File: src/rtl/pipe_sel_mux.sv
// Registered N-way selector with ready/valid handshake and a two-entry skid buffer.
// Binary (MODE 0) or lowest-bit-priority (MODE 1) select; invalid selects are flagged, not muxed.
module pipe_sel_mux #(
  parameter int unsigned WIDTH  = 32,
  parameter int unsigned NUM_IN = 8,
  parameter int unsigned MODE   = 0,
  localparam int unsigned SEL_W = (NUM_IN > 1) ? $clog2(NUM_IN) : 1
) (
  input  logic                    clk,
  input  logic                    reset,
  input  logic                    flush,
  input  logic [NUM_IN*WIDTH-1:0] in_data,
  input  logic [SEL_W-1:0]        sel,
  input  logic [NUM_IN-1:0]       req,
  input  logic                    in_valid,
  output logic                    in_ready,
  output logic [WIDTH-1:0]        out_data,
  output logic [SEL_W-1:0]        out_src,
  output logic                    out_err,
  output logic                    out_valid,
  input  logic                    out_ready
);

  typedef enum logic [1:0] {
    StEmpty = 2'b00,
    StOne   = 2'b01,
    StFull  = 2'b10
  } state_e;

  logic [WIDTH-1:0] in_arr [NUM_IN];

  for (genvar k = 0; k < NUM_IN; k++) begin : g_unpack
    assign in_arr[k] = in_data[k*WIDTH +: WIDTH];
  end

  // Selection result for the current input beat.
  logic [WIDTH-1:0] sel_data;
  logic [SEL_W-1:0] sel_src;
  logic             sel_err;

  if (MODE == 0) begin : g_bin
    logic unused_req;
    assign unused_req = ^req;

    always_comb begin
      sel_src  = sel;
      sel_err  = 1'b1;
      sel_data = '0;
      if (32'(sel) < NUM_IN) begin
        sel_err  = 1'b0;
        sel_data = in_arr[sel];
      end
    end
  end else begin : g_pri
    logic unused_sel;
    assign unused_sel = ^sel;

    always_comb begin
      sel_src  = '0;
      sel_err  = 1'b1;
      sel_data = '0;
      // Descending scan so the lowest set bit is the last write and wins.
      for (int k = int'(NUM_IN) - 1; k >= 0; k--) begin
        if (req[k]) begin
          sel_src = SEL_W'(k);
          sel_err = 1'b0;
        end
      end
      if (!sel_err) begin
        sel_data = in_arr[sel_src];
      end
    end
  end

  state_e           state_q, state_d;
  logic             in_ready_q;
  logic             out_valid_q;
  logic [WIDTH-1:0] or_data_q, sk_data_q;
  logic [SEL_W-1:0] or_src_q, sk_src_q;
  logic             or_err_q, sk_err_q;

  logic accept, handoff;
  logic load_or_in, load_or_sk, load_sk;

  assign accept  = in_valid & in_ready_q & ~flush;
  assign handoff = out_valid_q & out_ready;

  always_comb begin
    state_d    = state_q;
    load_or_in = 1'b0;
    load_or_sk = 1'b0;
    load_sk    = 1'b0;
    if (flush) begin
      state_d = StEmpty;
    end else begin
      unique case (state_q)
        StEmpty: begin
          if (accept) begin
            state_d    = StOne;
            load_or_in = 1'b1;
          end
        end
        StOne: begin
          if (accept && handoff) begin
            load_or_in = 1'b1;
          end else if (accept) begin
            state_d = StFull;
            load_sk = 1'b1;
          end else if (handoff) begin
            state_d = StEmpty;
          end
        end
        StFull: begin
          if (handoff) begin
            state_d    = StOne;
            load_or_sk = 1'b1;
          end
        end
        default: state_d = StEmpty;
      endcase
    end
  end

  // in_ready and out_valid are registered copies of the next-state decode, so
  // neither has a combinational path from out_ready.
  always_ff @(posedge clk) begin
    if (!reset) begin
      state_q     <= StEmpty;
      in_ready_q  <= 1'b1;
      out_valid_q <= 1'b0;
      or_data_q   <= '0;
      or_src_q    <= '0;
      or_err_q    <= 1'b0;
      sk_data_q   <= '0;
      sk_src_q    <= '0;
      sk_err_q    <= 1'b0;
    end else begin
      state_q     <= state_d;
      in_ready_q  <= (state_d != StFull);
      out_valid_q <= (state_d != StEmpty);
      if (load_or_in) begin
        or_data_q <= sel_data;
        or_src_q  <= sel_src;
        or_err_q  <= sel_err;
      end else if (load_or_sk) begin
        or_data_q <= sk_data_q;
        or_src_q  <= sk_src_q;
        or_err_q  <= sk_err_q;
      end
      if (load_sk) begin
        sk_data_q <= sel_data;
        sk_src_q  <= sel_src;
        sk_err_q  <= sel_err;
      end
    end
  end

  assign in_ready  = in_ready_q;
  assign out_valid = out_valid_q;
  assign out_data  = or_data_q;
  assign out_src   = or_src_q;
  assign out_err   = or_err_q;

endmodule

File: config.mk
export PLATFORM = sky130hd
export DESIGN_NAME = pipe_sel_mux
export DESIGN_NICKNAME = d
export VERILOG_FILES = /design/src/rtl/pipe_sel_mux.sv
export SDC_FILE = /design/constraint.sdc
export NUM_CORES = 1
export LEC_CHECK = 0
export CAP_MARGIN = 20
export CORE_AREA = 4 4 118 120
export CTS_CLUSTER_SIZE = 14
export DETAILED_ROUTE_END_ITERATION = 7
export DIE_AREA = 0 0 122 124
export PLACE_DENSITY = 0.86
export RECOVER_POWER = 25
export SLEW_MARGIN = 20
export SYNTH_ARGS = -nofsm -noshare
export SYNTH_HDL_FRONTEND = slang
export SYNTH_SLANG_ARGS = --single-unit
File: constraint.sdc
create_clock -name clk -period 3.6 [get_ports clk]
set_input_delay 0.9 -clock clk [delete_from_list [all_inputs] [get_ports clk]]
set_output_delay 0.9 -clock clk [all_outputs]
set_load 0.01 [all_outputs]
==> implementation parameters, run 1 <==
Parameter                              Value

Status
  Status    complete, no violations

Timing
  Slew at the pin closest to its max-slew limit    1.041 ns
  Period Utilization, post-route    82.66%
  Hold Vio Cnt, Final    0
  Max-slew headroom    30.60%
  Achievable frequency    approximately 0.34 GHz
  Final max-slew violation count    0
  Final Critical Period    2.976 ns
  Setup TNS    0 ns
  Unrepaired setup endpoints after global routing    no
  Clock skew    0.008810 ns
  Count of endpoints failing setup in the final report    0
  Slack of the critical path    0.6244 ns

Power
  Sw power    595.9 uW
  Sequential share of power    34.4%
  Clock share of power    37.9%
  Sw Ratio    a little under a quarter
  Maximum vdd drop    around 0.21 mV
  Pwr/cell area    310.3 nW/um^2
  Leakage power summed over all cells    about 0.0033 uW
  Int Pwr    1951 uW
  Relative contribution of combinational cells to total power    27.7%

Global routing
  Gr ovfl total    0
  Number of antenna violations at the first check in global routing    1
  Via count of the first global-routing pass    5,159
  Total routing resource utilization after global routing    22.17%
  Maximum number of pins on one net before global-route repair    67
  First-pass GRT wire length    26,280 um

CTS
  Number of hold-repair buffers added at the cts stage    0
  Maximum level of the CTS H-tree    3
  Root buf cell    clkbuf_16
  Clock latency at the later pin of the worst-skew pair    0.32 ns
  Clock tree sinks    74
  CTS Buf Count    9
  Post-cts gate resize count    0
  CTS tree    done
  Maximum root-to-sink buffer count    2
  Clock slew at the register clock pins of the worst setup and hold paths    around 0.06 ns
  Buffers inserted by post-CTS timing repair    0

Synthesis
  Count of flip-flops with a built-in enable after synthesis    0
  Yosys top cell area share    31.07%
  Instance count of the mapped netlist    402
  Most frequent cells after synthesis    dfxtp_1, mux4_2, mux2i_1
  Count of cell types in the netlist    34
  Total of flip-flops plus latches after synthesis    74
  Average cell area after synthesis    between 10 and 15 sq um
  Most used flip-flop cell after synthesis    dfxtp_1
  Synth top area cells    dfxtp_1, mux4_2, mux2i_1
  Netlist area before placement    4768 sq um
  Total of warnings raised by yosys    0
  Synth Net Count    674
  Post-synthesis async set-or-reset flop share    0%
  Biggest area consumer among synthesized cells    dfxtp_1
  Portion of the post-synthesis area used by sequential elements    31.07%
  Cell with the most instances after synthesis    dfxtp_1

Detailed routing
  Total wire length    17,550 um
  WL/cell    20.31 um
  First drt pass iteration count    4
  DRC violations left    0
  Via density per instance    5.510
  Starting DRC count in detailed routing    259
  Remaining antenna violation count after routing    0
  Total via count in the routed design    about 4,800

Placed design
  Routability congestion estimate from global placement    around 0.92
  Number of port buffers    300
  Minimum setup slack after placement    0.3492 ns
  Final HPWL from detailed placement    14,160 um
  Area after detailed placement    about 7900 sq um

Worst setup path
  Endpoint kind of the worst setup timing path    flop
  Required time of the worst setup path    around 3.9 ns
  Cell breakdown of the critical path    dlygate4sd3_1 -> nand4bb_1 -> o211a_1 -> o21a_1 -> a221o_1
  Largest stage delay on the critical path    approximately 0.85 ns
  Cell at the slowest stage of the critical path    o21a_1
  Critical path class    primary input to flop
  Max Fanout on Critical Path    25
  Critical path startpoint category    primary input
  CP arrival    3.24 ns

Floorplanning
  Boundary Pins    310
  Initial Utilization    a little under two fifths
  Core region area    12,980 sq um
  Num rows    42
  Chip Width    122 um
  Vert. Die Dim    124 um
  Total die area    15,130 sq um

Finish
  Syn-to-layout area delta    72.11%
  Core Util, Final    63.23%
  Nets    ~950
  Share of layout cells above drive strength 1    14.99%
  Post-route design area    8207 sq um

Job
  Max cap viols    0

Min path
  Tightest Hold Check Type    flop to flop
[layout by cell type, fill, tap and decap left out, types with 11 or more instances in the layout]
| master | n |
|---|---|
| a221o_1 | 25 |
| a31oi_1 | 11 |
| clkdlybuf4s50_1 | 271 |
| dfxtp_1 | 74 |
| dlygate4sd3_1 | 25 |
| mux2i_1 | 35 |
| mux4_2 | 64 |
| nand2_1 | 27 |
| nor2_1 | 30 |
| o211a_1 | 26 |
| o21ai_0 | 11 |
[path summary, 6_finish.rpt]
path | slack (ns) | to | startpoint | cells after the start
min | 0.48 | out_data[16] | out_data[16] | 1
max | 0.62 | out_data[11] | in_valid | 5
min reg2reg | 0.48 | out_data[16] | out_data[16] | 1
max reg2reg | 1.35 | out_data[11] | state_q[0] | 4
[stage by stage]
stage	cells	hold WS [ns]	total power (uW)
6_report	864	0.4818	2547
3_3_place_gp	847	0.4609	1587
3_5_place_dp	847	0.4722	1607
4_1_cts	863	0.4863	2574
2_1_floorplan	402	0.4557	1200
5_1_grt	864	0.4961	2648
[metal layers]
| metal | vias up | global-route usage (%) | routed length (um) |
|---|---|---|---|
| li1 | 2175 | - | - |
| met1 | 2325 | 27.24 | 6965 |
| met2 | 229 | 38.81 | 9053 |
| met3 | 32 | 4.859 | 1099 |
| met4 | 0 | 7.283 | 433 |
| met5 | - | 0 | 0 |
[power groups by stage]
stage	Sequential [uW]	Combinational (uW)	Clock [uW]
after CTS	877	715	982
final	876	705	966
after floorplan	902	297	0
after global placement	892	695	0
after global routing	880	747	1020
after detailed placement	894	712	0
[registers in the layout, summed over array words and instances (netlist names)]
signal and flops:
out_data 32, sk_data_q 32, out_src 3, sk_src_q 3
state_q 2, in_ready 1, out_valid 1
[worst max-delay path: cells and delay by family]
kind / cells / cell delay, ns
AND/OR/NAND/NOR: 1 / 0.19
AO/OA/AOI/OAI: 3 / 1.50
buffers and inverters: 1 / 0.63
[cell type report]
| type | count | area [sq um] |
|---|---|---|
| fill | 1002 | 4773 |
| sequential | 74 | 1481 |
| clock inverter | 4 | 75.07 |
| multi-input combinational | 285 | 3072 |
| tap | 176 | 220.2 |
| timing repair buffer | 311 | 3105 |
| inverter | 1 | 3.754 |
| antenna | 1 | 2.502 |
| clock buffer | 12 | 246.5 |
[logic make-up (layout without fill, tap and decap cells)]
family / count (synthesis) / count (layout) / share of synthesized area (%)
compound gates: 90 / 90 / 15.35
buf+inv: 43 / 328 / 4.697
flops: 74 / 74 / 31.07
mux: 106 / 106 / 39.23
other cells: 1 / 2 / 0.07864
simple gates: 88 / 88 / 9.578
Note: power is estimated with default switching activity, not from simulation.
==> run 2, diff against run 1 <==
--- a/config.mk
+++ b/config.mk
@@ -6,10 +6,11 @@
 export NUM_CORES = 1
 export LEC_CHECK = 0
 export CAP_MARGIN = 20
-export CORE_AREA = 4 4 118 120
+export CORE_ASPECT_RATIO = 1.5
+export CORE_MARGIN = 4
+export CORE_UTILIZATION = 37
 export CTS_CLUSTER_SIZE = 14
 export DETAILED_ROUTE_END_ITERATION = 7
-export DIE_AREA = 0 0 122 124
 export PLACE_DENSITY = 0.86
 export RECOVER_POWER = 25
 export SLEW_MARGIN = 20
==> constraint.sdc (replaced) <==
create_clock -name clk -period 2.8 [get_ports clk]
set_input_delay 0.7 -clock clk [delete_from_list [all_inputs] [get_ports clk]]
set_output_delay 0.7 -clock clk [all_outputs]
set_load 0.01 [all_outputs]
==> run 2 against run 1 <==
- hold slack worse by 0.0055 ns
- sequential share of layout area up 0.077 points
- total power up 21%
==> implementation parameters, run 2 (synthesis gave the netlist of run 1 again) <==
Parameter                              Value

Worst setup path
  Buffers plus inverters on the worst setup path    2 (+1)
  Endpoint kind of the worst setup timing path    flop
  Cell at the slowest stage of the critical path    dlygate4sd3_1
  Max Fanout on Critical Path    25 (unchanged)
  Largest stage delay on the critical path    0.63 ns (-0.22 ns)
  Critical path startpoint category    primary input
  Slack of the worst reg-to-reg path    1.01 ns (-0.34 ns)
  Critical path class    primary input to flop
  Cell family with most CP delay    buffers and inverters
  Required time of the worst setup path    3.01 ns (-0.85 ns)
  Cell breakdown of the critical path    dlygate4sd3_1 -> nand2_1 -> o211a_1 -> o21a_1 -> buf_4 -> a221o_1
  CP arrival    2.57 ns (-0.67 ns)

Timing
  Final Critical Period    2.361 ns
  Achievable frequency    around 0.42 GHz
  Unrepaired setup endpoints after global routing    no
  Max-slew headroom    57.56% (+27 points)
  Hold Vio Cnt, Final    0 (unchanged)
  Tightest hold margin    0.4763 ns (-0.005500 ns)
  Count of endpoints failing setup in the final report    0 (unchanged)
  Final max-slew violation count    0 (unchanged)
  Clock skew    0.009078 ns (+0.0002679 ns)
  Setup TNS    0 ns (unchanged)
  Slew at the pin closest to its max-slew limit    0.6366 ns (-0.4044 ns)
  Period Utilization, post-route    approximately 84%

Power
  Maximum vdd drop    0.2370 mV (+13%)
  Post-layout total power    3079 uW (+21%)
  Leakage power summed over all cells    0.003279 uW (about the same)
  Pwr/cell area    376.8 nW/um^2 (+21%)

Detailed routing
  Via density per instance    5.685 (+3.2%)
  DRC violations left    0 (unchanged)
  Total via count in the routed design    4,815 (+1.1%)
  WL/cell    21.66 um (+6.6%)
  First drt pass iteration count    5 (+1)
  Remaining antenna violation count after routing    0 (unchanged)
  Total wire length    18,350 um (+4.5%)
  Starting DRC count in detailed routing    162 (-37%)

Floorplanning
  Core region area    12,570 sq um (-3.1%)
  Initial Utilization    37.92% (+1.2 points)
  Chip Width    100.7 um (-17%)
  Boundary Pins    310 (unchanged)
  Vert. Die Dim    147.0 um (+19%)
  Num rows    50 (+19%)
  Total die area    14,810 sq um (-2.1%)

CTS
  CTS tree    done
  Root buf cell    clkbuf_16
  Clock slew at the register clock pins of the worst setup and hold paths    0.06 ns (about the same)
  Maximum level of the CTS H-tree    3 (unchanged)
  Buffers inserted by post-CTS timing repair    0 (unchanged)
  Number of hold-repair buffers added at the cts stage    0 (unchanged)
  Maximum root-to-sink buffer count    2 (unchanged)
  Post-cts gate resize count    0 (unchanged)
  Clock latency at the later pin of the worst-skew pair    0.32 ns (about the same)
  CTS Buf Count    9 (unchanged)
  Clock tree sinks    74 (unchanged)

Global routing
  Gr ovfl total    0 (unchanged)
  Maximum number of pins on one net before global-route repair    67 (unchanged)
  Number of antenna violations at the first check in global routing    0 (-1)
  Total routing resource utilization after global routing    23.88% (+1.7 points)
  First-pass GRT wire length    27,410 um (+4.3%)
  Via count of the first global-routing pass    5,255 (+1.9%)

Job
  Max cap viols    0 (unchanged)

Finish
  Non-filler cells, final    847 (-2.0%)
  Antenna Cells    0 (-1)
  Share of layout cells above drive strength 1    15.63% (+0.64 points)
  Syn-to-layout area delta    71.37%
  Total of fill cells in the finished design    955 (-4.7%)
  Nets    958 (+0.42%)
  Highest-count cells in the layout ignoring fill and taps    clkdlybuf4s50_1, dfxtp_1, mux4_2, mux2i_1, nor2_1
  Area taken by multi-input logic gates    3072 sq um (unchanged)
  Area of all sequential standard cells    1481 sq um (unchanged)
  Commonest non-fill, non-tap cell in the layout    clkdlybuf4s50_1

Placed design
  Number of port buffers    300 (unchanged)
  Final HPWL from detailed placement    14,790 um (+4.4%)
  Routability congestion estimate from global placement    0.9689 (+5.7%)
  Placed Cells incl. Taps    831 (-1.9%)

Min path
  Tightest Hold Check Type    flop to flop

Status
  Status    complete, no violations
[run 2: worst reg2reg max path, stage by stage, from the launching register on]
cell and delay (ns):
dfxtp_1 0.43, nand2_1 0.18, o211a_1 0.28, o21a_1 0.17, buf_4 0.22, a221o_1 0.40
[run 2: final cells by class]
class                   instances  area share [%]
multi-input cells             285           37.59
repair buffers                315           38.52
clock inverters                 6          0.5206
well taps                     156           2.389
clock buffers                  10           2.802
inverters                       1         0.04593
flip-flops and latches         74           18.13
[run 2: worst paths after layout]
check	from	end	depth (start not counted)
min reg2reg	out_data[29]	out_data[29]	1
min	out_data[29]	out_data[29]	1
max	out_ready	out_data[17]	6
max reg2reg	out_valid	out_data[17]	5
[run 2: per-layer routing]
layer	up-vias	track usage (%)	part of all wire, %
li1	2176	-	-
met1	2383	25.84	35
met2	222	45.28	56
met3	34	4.228	6.3
met4	0	8.294	2.4
met5	-	0	0
[run 2: power breakdown]
| group | internal, uW | total, uW | switching, uW |
|---|---|---|---|
| Combinational | 610 | 915 | 306 |
| Sequential | 1100 | 1130 | 28.8 |
| Clock | 601 | 1040 | 435 |
[run 2: metrics by stage]
step           worst slack, ns  util, %  area, sq um
2_1_floorplan           0.6568        -         4768
3_3_place_gp            0.2761    62.83         7900
3_5_place_dp            0.2177    62.83         7900
4_1_cts                 0.5508    64.99         8172
5_1_grt                 0.3718    64.99         8172
6_report                0.4393    64.99         8172
==> run 3, diff against run 2 <==
==> constraint.sdc (replaced) <==
create_clock -name clk -period 2.4 [get_ports clk]
set_input_delay 0.6 -clock clk [delete_from_list [all_inputs] [get_ports clk]]
set_output_delay 0.6 -clock clk [all_outputs]
set_load 0.01 [all_outputs]
==> run 3 against run 2 <==
- critical path depth stayed put
- largest power group is now clock
- largest cell class unchanged
- design area is 2.4% higher
- worst setup slack worse by 0.17 ns
==> implementation parameters, run 3 (synthesis gave the netlist of run 1 again) <==
Parameter                              Value

Global routing
  Via count of the first global-routing pass    5,112 (-2.7%)
  Total routing resource utilization after global routing    23.25% (-0.63 points)
  Maximum number of pins on one net before global-route repair    46 (-31%)
  First-pass GRT wire length    26,770 um (-2.3%)
  Number of antenna violations at the first check in global routing    0 (unchanged)
  Gr ovfl total    0 (unchanged)

Timing
  Final max-slew violation count    0 (unchanged)
  Count of endpoints failing setup in the final report    0 (unchanged)
  Final Critical Period    2.134 ns
  Clock skew    0.005213 ns (-0.003865 ns)
  Hold Vio Cnt, Final    0 (unchanged)
  Period Utilization, post-route    about nine tenths
  Tightest hold margin    0.4819 ns (+0.005641 ns)
  Slack of the critical path    0.2656 ns (-0.1737 ns)
  Achievable frequency    between 0.4 and 0.5 GHz
  Setup TNS    0 ns (unchanged)
  Unrepaired setup endpoints after global routing    no

Floorplanning
  Total die area    14,810 sq um (unchanged)
  Initial Utilization    37.92% (unchanged)
  Num rows    50 (unchanged)
  Vert. Die Dim    147.0 um (unchanged)
  Boundary Pins    310 (unchanged)
  Chip Width    100.7 um (unchanged)
  Core region area    12,570 sq um (unchanged)

Finish
  Total of fill cells in the finished design    934 (-2.2%)
  Highest-count cells in the layout ignoring fill and taps    clkdlybuf4s50_1, dfxtp_1, mux4_2, mux2i_1, nor2_1
  Share of layout cells above drive strength 1    16.38% (+0.75 points)
  Nets    964 (+0.63%)
  Non-filler cells, final    852 (+0.59%)
  Area of all sequential standard cells    1481 sq um (unchanged)
  Antenna Cells    0 (unchanged)
  Commonest non-fill, non-tap cell in the layout    clkdlybuf4s50_1
  Syn-to-layout area delta    75.49%
  Area taken by multi-input logic gates    3072 sq um (unchanged)

Detailed routing
  Starting DRC count in detailed routing    184 (+14%)
  Top layer reached by signal wires    met4
  Remaining antenna violation count after routing    0 (unchanged)
  WL/cell    20.96 um (-3.2%)
  Total via count in the routed design    4,735 (-1.7%)
  Met2 wirelength from detailed routing    9834 um (-4.8%)
  Wire length on met3    943 um (-19%)
  DRC violations left    0 (unchanged)
  First drt pass iteration count    4 (-1)
  Detailed-route wire length on metal 1    6539 um (+2.0%)
  Via density per instance    5.558 (-2.2%)
  Total wire length    17,860 um (-2.6%)

Job
  Max cap viols    0 (unchanged)

Power
  Leakage power summed over all cells    0.003371 uW (+2.8%)
  Pwr/cell area    471.7 nW/um^2 (+25%)
  Maximum vdd drop    0.4183 mV (+77%)

CTS
  Maximum root-to-sink buffer count    2 (unchanged)
  Post-cts gate resize count    0 (unchanged)
  Root buf cell    clkbuf_16
  CTS Buf Count    9 (unchanged)
  Maximum level of the CTS H-tree    3 (unchanged)
  CTS tree    done
  Clock slew at the register clock pins of the worst setup and hold paths    0.06 ns (about the same)
  Buffers inserted by post-CTS timing repair    0 (unchanged)
  Clock tree sinks    74 (unchanged)
  Clock latency at the later pin of the worst-skew pair    0.32 ns (about the same)
  Number of hold-repair buffers added at the cts stage    0 (unchanged)

Worst setup path
  Critical path startpoint category    primary input
  Endpoint kind of the worst setup timing path    flop
  Critical path class    primary input to flop
  Required time of the worst setup path    2.61 ns (-0.40 ns)
  Max Fanout on Critical Path    25 (unchanged)
  CP arrival    2.34 ns (-0.23 ns)

Placed design
  Placed Cells incl. Taps    837 (+0.72%)
  Number of port buffers    300 (unchanged)
  Minimum setup slack after placement    -0.005104 ns (-0.2228 ns)
  Routability congestion estimate from global placement    0.9410 (-2.9%)
  Final HPWL from detailed placement    14,690 um (-0.72%)

Min path
  Tightest Hold Check Type    flop to flop

Status
  Status    complete, no violations
==> run 3: cell types whose count changed in the layout (fill, tap and decap cells not counted), sizes merged <==
cell,previous run,this run
buf,19,24
bufinv,0,3
clkbuf,10,12
clkinv,3,1
clkinvlp,2,0
inv,2,1
==> run 3: through the flow <==
| stage | util [%] | instance area (sq um) | power, uW |
|---|---|---|---|
| finish | 66.55 | 8368 | 3947 |
| global placement | 63.78 | 8020 | 2410 |
| CTS | 66.58 | 8372 | 4001 |
| detailed placement | 63.78 | 8020 | 2440 |
| floorplan | - | 4768 | 1799 |
| global route | 66.55 | 8368 | 4095 |
==> run 3: cell type report <==
cell class              instances  share of cell area [%]
multi-input cells             285                   36.71
clock buffers                  11                   3.020
clock inverters                 4                   1.181
repair buffers                321                   39.01
inverters                       1                 0.04486
flip-flops and latches         74                   17.70
well taps                     156                   2.333
==> run 3: final timing paths <==
check | start | to | slack [ns] | depth (start not counted)
max reg2reg | state_q[0] | out_data[20] | 0.70 | 5
min reg2reg | sk_data_q[22] | out_data[22] | 0.48 | 1
max | out_ready | out_data[20] | 0.27 | 6
min | sk_data_q[22] | out_data[22] | 0.48 | 1
==> run 3: power breakdown <==
part | internal (uW) | switching [uW]
clock | 1070 | 481
sequential | 1280 | 32.9
combinational | 727 | 356
==> run 3: metal layers <==
layer | track usage, % | up-vias
li1 | - | 2188
met1 | 26.50 | 2337
met2 | 42.74 | 180
met3 | 3.135 | 30
met4 | 9.238 | 0
met5 | 0 | -
==> run 3: critical path, stage by stage <==
cell	delay (ns)
dlygate4sd3_1	0.62
nand4b_1	0.19
o211a_1	0.19
o21a_1	0.20
buf_12	0.17
a221o_1	0.36
